`src/rtl/aes_round_key_sched.sv`:
```
// AES-128 round-key scheduler.
// Produces K0..K10 (encryption order) or K10..K0 (decryption order), one key per
// rk_valid/rk_ack handshake. Decryption order first runs the forward schedule up
// to K10, then steps backward on the fly. A single 4-byte S-box bank is shared
// between the forward step and the inverse step.

// Single AES byte S-box computed arithmetically: GF(2^8) inverse plus affine map.
// mode=0 selects the forward S-box and mode=1 selects the inverse S-box.
module sbox_in_JSSC (
  input  logic [7:0] din,
  input  logic       mode,
  output logic [7:0] dout
);

  function automatic logic [7:0] gf_mul(input logic [7:0] a, input logic [7:0] b);
    logic [7:0] acc;
    logic [7:0] sh;
    acc = 8'h00;
    sh  = a;
    for (int i = 0; i < 8; i++) begin
      if (b[i]) acc = acc ^ sh;
      sh = {sh[6:0], 1'b0} ^ (sh[7] ? 8'h1b : 8'h00);
    end
    return acc;
  endfunction

  // x^254 = (x^127)^2; zero maps to zero.
  function automatic logic [7:0] gf_inv(input logic [7:0] x);
    logic [7:0] p;
    logic [7:0] r;
    p = x;
    r = 8'h01;
    for (int k = 0; k < 7; k++) begin
      r = gf_mul(r, p);
      p = gf_mul(p, p);
    end
    return gf_mul(r, r);
  endfunction

  function automatic logic [7:0] rotl(input logic [7:0] x, input int n);
    logic [7:0] y;
    y = x;
    for (int i = 0; i < n; i++) y = {y[6:0], y[7]};
    return y;
  endfunction

  logic [7:0] w_pre;

  // Forward: inverse then affine. Inverse: inverse affine then inverse.
  always_comb begin
    w_pre = 8'h00;
    dout  = 8'h00;
    if (!mode) begin
      w_pre = gf_inv(din);
      dout  = w_pre ^ rotl(w_pre, 1) ^ rotl(w_pre, 2) ^ rotl(w_pre, 3)
              ^ rotl(w_pre, 4) ^ 8'h63;
    end else begin
      w_pre = rotl(din, 1) ^ rotl(din, 3) ^ rotl(din, 6) ^ 8'h05;
      dout  = gf_inv(w_pre);
    end
  end

endmodule

module aes_round_key_sched (
  input  logic         clk,
  input  logic         rst_n,
  input  logic [127:0] key_in,
  input  logic         key_load,
  input  logic         mode,
  input  logic         rk_ack,
  output logic         rk_valid,
  output logic [127:0] rk_out,
  output logic [3:0]   rk_idx,
  output logic         busy,
  output logic         done
);

  typedef enum logic [1:0] {S_IDLE, S_EXPAND, S_SERVE} state_t;

  state_t       r_state, w_state_next;
  logic         r_mode, w_mode_next;
  logic [127:0] r_key, w_key_next;
  logic [3:0]   r_idx, w_idx_next;
  logic         r_done, w_done_next;

  logic [31:0]  w_a0, w_a1, w_a2, w_a3;
  logic [31:0]  w_inv_b1, w_inv_b2, w_inv_b3;
  logic [31:0]  w_fwd_b0, w_fwd_b1, w_fwd_b2, w_fwd_b3;
  logic         w_inv_sel;
  logic [31:0]  w_sb_word, w_rot, w_sub, w_t;
  logic [3:0]   w_rcon_idx;
  logic [7:0]   w_rcon;
  logic [127:0] w_fwd_key, w_inv_key;

  function automatic logic [7:0] rcon_lut(input logic [3:0] idx);
    case (idx)
      4'd1:    return 8'h01;
      4'd2:    return 8'h02;
      4'd3:    return 8'h04;
      4'd4:    return 8'h08;
      4'd5:    return 8'h10;
      4'd6:    return 8'h20;
      4'd7:    return 8'h40;
      4'd8:    return 8'h80;
      4'd9:    return 8'h1b;
      4'd10:   return 8'h36;
      default: return 8'h00;
    endcase
  endfunction

  assign w_a0 = r_key[127:96];
  assign w_a1 = r_key[95:64];
  assign w_a2 = r_key[63:32];
  assign w_a3 = r_key[31:0];

  // Inverse step recovers the last three words of K(i-1) with XORs alone.
  assign w_inv_b3 = w_a3 ^ w_a2;
  assign w_inv_b2 = w_a2 ^ w_a1;
  assign w_inv_b1 = w_a1 ^ w_a0;

  // Only a backward walk in SERVE uses the inverse step; everything else is forward.
  assign w_inv_sel  = (r_state == S_SERVE) && r_mode;
  assign w_sb_word  = w_inv_sel ? w_inv_b3 : w_a3;
  assign w_rot      = {w_sb_word[23:0], w_sb_word[31:24]};
  assign w_rcon_idx = w_inv_sel ? r_idx : r_idx + 4'd1;
  assign w_rcon     = rcon_lut(w_rcon_idx);

  for (genvar gi = 0; gi < 4; gi++) begin : g_sbox
    sbox_in_JSSC u_sbox (
      .din  (w_rot[8*gi +: 8]),
      .mode (1'b0),
      .dout (w_sub[8*gi +: 8])
    );
  end

  assign w_t = w_sub ^ {w_rcon, 24'h0};

  assign w_fwd_b0  = w_a0 ^ w_t;
  assign w_fwd_b1  = w_a1 ^ w_fwd_b0;
  assign w_fwd_b2  = w_a2 ^ w_fwd_b1;
  assign w_fwd_b3  = w_a3 ^ w_fwd_b2;
  assign w_fwd_key = {w_fwd_b0, w_fwd_b1, w_fwd_b2, w_fwd_b3};
  assign w_inv_key = {w_a0 ^ w_t, w_inv_b1, w_inv_b2, w_inv_b3};

  // Next-state logic: load, forward expansion, and handshake-driven key stepping.
  always_comb begin
    w_state_next = r_state;
    w_mode_next  = r_mode;
    w_key_next   = r_key;
    w_idx_next   = r_idx;
    w_done_next  = 1'b0;
    case (r_state)
      S_IDLE: begin
        if (key_load) begin
          w_key_next   = key_in;
          w_mode_next  = mode;
          w_idx_next   = 4'd0;
          w_state_next = mode ? S_EXPAND : S_SERVE;
        end
      end
      S_EXPAND: begin
        w_key_next = w_fwd_key;
        w_idx_next = r_idx + 4'd1;
        if (r_idx == 4'd9) w_state_next = S_SERVE;
      end
      S_SERVE: begin
        if (rk_ack) begin
          if (!r_mode) begin
            if (r_idx == 4'd10) begin
              w_state_next = S_IDLE;
              w_done_next  = 1'b1;
            end else begin
              w_key_next = w_fwd_key;
              w_idx_next = r_idx + 4'd1;
            end
          end else begin
            if (r_idx == 4'd0) begin
              w_state_next = S_IDLE;
              w_done_next  = 1'b1;
            end else begin
              w_key_next = w_inv_key;
              w_idx_next = r_idx - 4'd1;
            end
          end
        end
      end
      default: w_state_next = S_IDLE;
    endcase
  end

  // State and datapath registers with synchronous active-low reset.
  always_ff @(posedge clk) begin
    if (!rst_n) begin
      r_state <= S_IDLE;
      r_mode  <= 1'b0;
      r_key   <= 128'h0;
      r_idx   <= 4'd0;
      r_done  <= 1'b0;
    end else begin
      r_state <= w_state_next;
      r_mode  <= w_mode_next;
      r_key   <= w_key_next;
      r_idx   <= w_idx_next;
      r_done  <= w_done_next;
    end
  end

  assign rk_valid = (r_state == S_SERVE);
  assign rk_out   = r_key;
  assign rk_idx   = r_idx;
  assign busy     = (r_state != S_IDLE);
  assign done     = r_done;

endmodule
```
`config.mk`:
```
export PLATFORM = sky130hd
export DESIGN_NAME = aes_round_key_sched
export DESIGN_NICKNAME = d
export VERILOG_FILES = /design/src/rtl/aes_round_key_sched.sv
export SDC_FILE = /design/constraint.sdc
export NUM_CORES = 2
export LEC_CHECK = 0
export CORE_MARGIN = 2
export CORE_UTILIZATION = 30
export CTS_BUF_LIST = sky130_fd_sc_hd__clkbuf_8
export DETAILED_ROUTE_END_ITERATION = 7
export GPL_TIMING_DRIVEN = 0
export HOLD_SLACK_MARGIN = 0.03
export PLACE_DENSITY = 0.56
export SYNTH_ARGS = -nofsm -noshare
export SYNTH_HDL_FRONTEND = slang
export SYNTH_SLANG_ARGS = --single-unit
```
`constraint.sdc`:
```
create_clock -name clk -period 34.6 [get_ports clk]
set_input_delay 6.92 -clock clk [delete_from_list [all_inputs] [get_ports clk]]
set_output_delay 6.92 -clock clk [all_outputs]
set_load 0.005 [all_outputs]
```
==> impl_metrics.py <==
metrics = {
    "status": {
        "status": "finished, final reports clean",
    },
    "clocking": {
        "hold_buffers": 0,
        "cts_root_buf": "clkbuf_8",
        "cts_num_sinks": 136,
        "htreeDepth": 4,
        "cts_tree": "built",
        "insertion_delay_ns": 0.54,
        "cts_max_path_buffers": 2,
        "clk_pin_slew_worst_paths_ns": 0.10,
        "ctsResizeCount": 0,
        "cts_inserted_buffers": 17,
        "post_cts_buffers": 0,
    },
    "placement": {
        "gp_congestion": 1.01,
        "hpwlAfterDp_mm": 203,
        "post_dp_cell_area_um2": 67200,
        "post-place-ws_ns": 11.59,
        "io_buffers": 267,
    },
    "worst_setup_path": {
        "crit_fanout": 10,
        "crit_top_cell": "xnor2_1",
        "endpoint_kind": "flop",
        "cpPeakStageDelay_ns": 1.13,
        "crit_required_ns": 34.99,
        "timing.rr.start": "r_state[0]",
        "cp_slowest_cell": "xor2_1",
        "critPathLaunch": "r_state[0]",
        "path_delay_family": "XOR/XNOR gates",
        "arrival_ns": 24.10,
        "worst-path-buf-inv": 16,
        "cp-start-kind": "flop",
        "critPathKind": "flop to flop",
    },
    "cells_and_area": {
        "fin_util_pct": 33.4,
        "fin_area_um2": 67700,
        "nets": 8678,
        "layout-drive-gt1-share_pct": 4.04,
        "syn_to_final_growth_pct": 10.7,
    },
    "yosys": {
        "ys_seq_area_share_pct": 4.45,
        "synth_cells": 8225,
        "synth.distinct_cells": 109,
        "synthArstFlopShare_pct": 0,
        "avgSynthCellArea_um2": 7.44,
        "synth_edf_count": 0,
        "syn-cell-area_um2": 61200,
        "syn_nets": 8392,
        "yosysWarnings": 0,
        "ys.flop_type": "dfxtp_1",
        "synth-seq-cells": 136,
    },
    "grt": {
        "grt_pass1_wl_mm": 386,
        "grt_max_degree": 17,
        "grt_pass1_vias": 58300,
        "grt_use_total_pct": 24.0,
        "antenna_found_initial": 23,
        "gr-total-overflow": 0,
    },
    "floorplan": {
        "die_w_um": 456,
        "coreArea_um2": 203000,
        "chipHeight_um": 456,
        "dieArea_um2": 208000,
        "num_rows": 165,
        "start_util_pct": 30.2,
        "io_pins": 268,
    },
    "route": {
        "drt_iter0_drc": 5830,
        "wl_mm": 261,
        "vias_per_cell": 5.47,
        "vias": 61300,
        "wire_per_inst_um": 23.3,
        "drc": 0,
        "dr.pass1.iters": 8,
        "ant_nets": 0,
    },
    "timing": {
        "drv_slew": 0,
        "fin_crit_ns": 23.71,
        "relSlewSlack_pct": 2.71,
        "timing.fmax_mhz": 42.2,
        "fin_ws_ns": 10.89,
        "rsz0062_at_grt": "false",
        "finalHoldViolations": 0,
        "fin_skew_ns": 0.0217,
        "fin_crit_sh_pct": 68.5,
        "tns_ns": 0,
        "setup_viol": 0,
        "worst_pin_slew_ns": 1.45,
    },
    "worst_hold_path": {
        "hold_path_class": "flop to flop",
        "hold_path.startpoint": "rk_out[69]",
    },
    "job": {
        "cap_violations": 0,
    },
}
[sequential cells by signal, summed over array words and instances, names as in the netlist]
| name | cells |
|---|---|
| rk_out | 128 |
| done | 1 |
| r_mode | 1 |
| rk_idx | 4 |
| r_state | 2 |
[metrics by stage]
step                cells  hold slack, ns
floorplan            8225           0.484
global placement    11200           0.526
detailed placement  11200           0.538
CTS                 11200           0.552
global route        11200           0.584
finish              11200           0.560
[kinds of logic after synthesis]
group / synth area share, %
fa+ha+maj: 0.695
buf+inv: 4.27
flops: 4.45
compound gates: 16.4
xor+xnor: 50.1
simple gates: 20.4
mux: 3.77
[area by class of cell]
type	instances	area (um^2)
Clock inverter	14	186
Tap cell	2672	3340
Antenna cell	16	40.0
Timing Repair Buffer	267	2670
Buffer	535	2190
Multi-Input combinational cell	7442	55900
Fill cell	21600	135000
Inverter	112	420
Sequential cell	136	2720
Clock buffer	18	248
[cell usage in the layout (no fill, tap or decap), types with 30 or more instances in the layout]
cell type	n
xnor2_1	1715
nor2_1	1272
nand2_1	826
xor2_1	532
a21oi_1	461
clkbuf_1	385
xnor3_1	347
o21ai_0	336
clkdlybuf4s50_1	267
mux2i_1	171
nor3_1	160
nand3_1	155
dfxtp_1	136
o22ai_1	104
nand2b_1	99
nor2b_1	92
inv_1	85
buf_2	83
a22oi_1	68
a31oi_1	65
xor3_1	60
a211oi_1	53
a221oi_1	52
buf_1	49
o211ai_1	44
and2_1	43
a32oi_1	43
xnor2_2	42
mux2_2	40
or3_1	37
nor4_1	36
o221ai_1	36
ha_1	34
a21o_1	30
[per-layer routing]
layer / wire length (um) / vias up / GRT usage, %
met1: 98700 / 29400 / 27.8
li1: - / 28600 / -
met5: 24 / - / 0
met3: 17300 / 697 / 3.52
met2: 118000 / 2611 / 38.4
met4: 27100 / 4 / 21.5
[worst paths after layout]
check	to	slack (ns)	cells past startpoint
worst max-delay path	rk_out[1]	10.89	65
worst min-delay path	rk_out[69]	0.56	2
worst max register to register	rk_out[1]	10.89	65
worst min register to register	rk_out[69]	0.56	2
[cells in the mapped netlist (104+ instances only)]
cell type | n | area [um^2]
xnor2_1 | 1719 | 15100
a21oi_1 | 461 | 2310
xnor3_1 | 347 | 7820
clkbuf_1 | 385 | 1450
nand2_1 | 826 | 3100
mux2i_1 | 171 | 1710
nor2_1 | 1272 | 4770
o21ai_0 | 336 | 1680
o22ai_1 | 104 | 651
nor3_1 | 160 | 801
dfxtp_1 | 136 | 2720
nand3_1 | 155 | 776
xor2_1 | 533 | 4670
[tightest hold or removal path, stage by stage, from the launching register on]
cell and delay [ns]:
dfxtp_1 0.39, nand2_1 0.08, a21oi_1 0.05
Power is not shown: default switching activity piles up to over one toggle a cycle in this logic, so the estimate is an artifact.
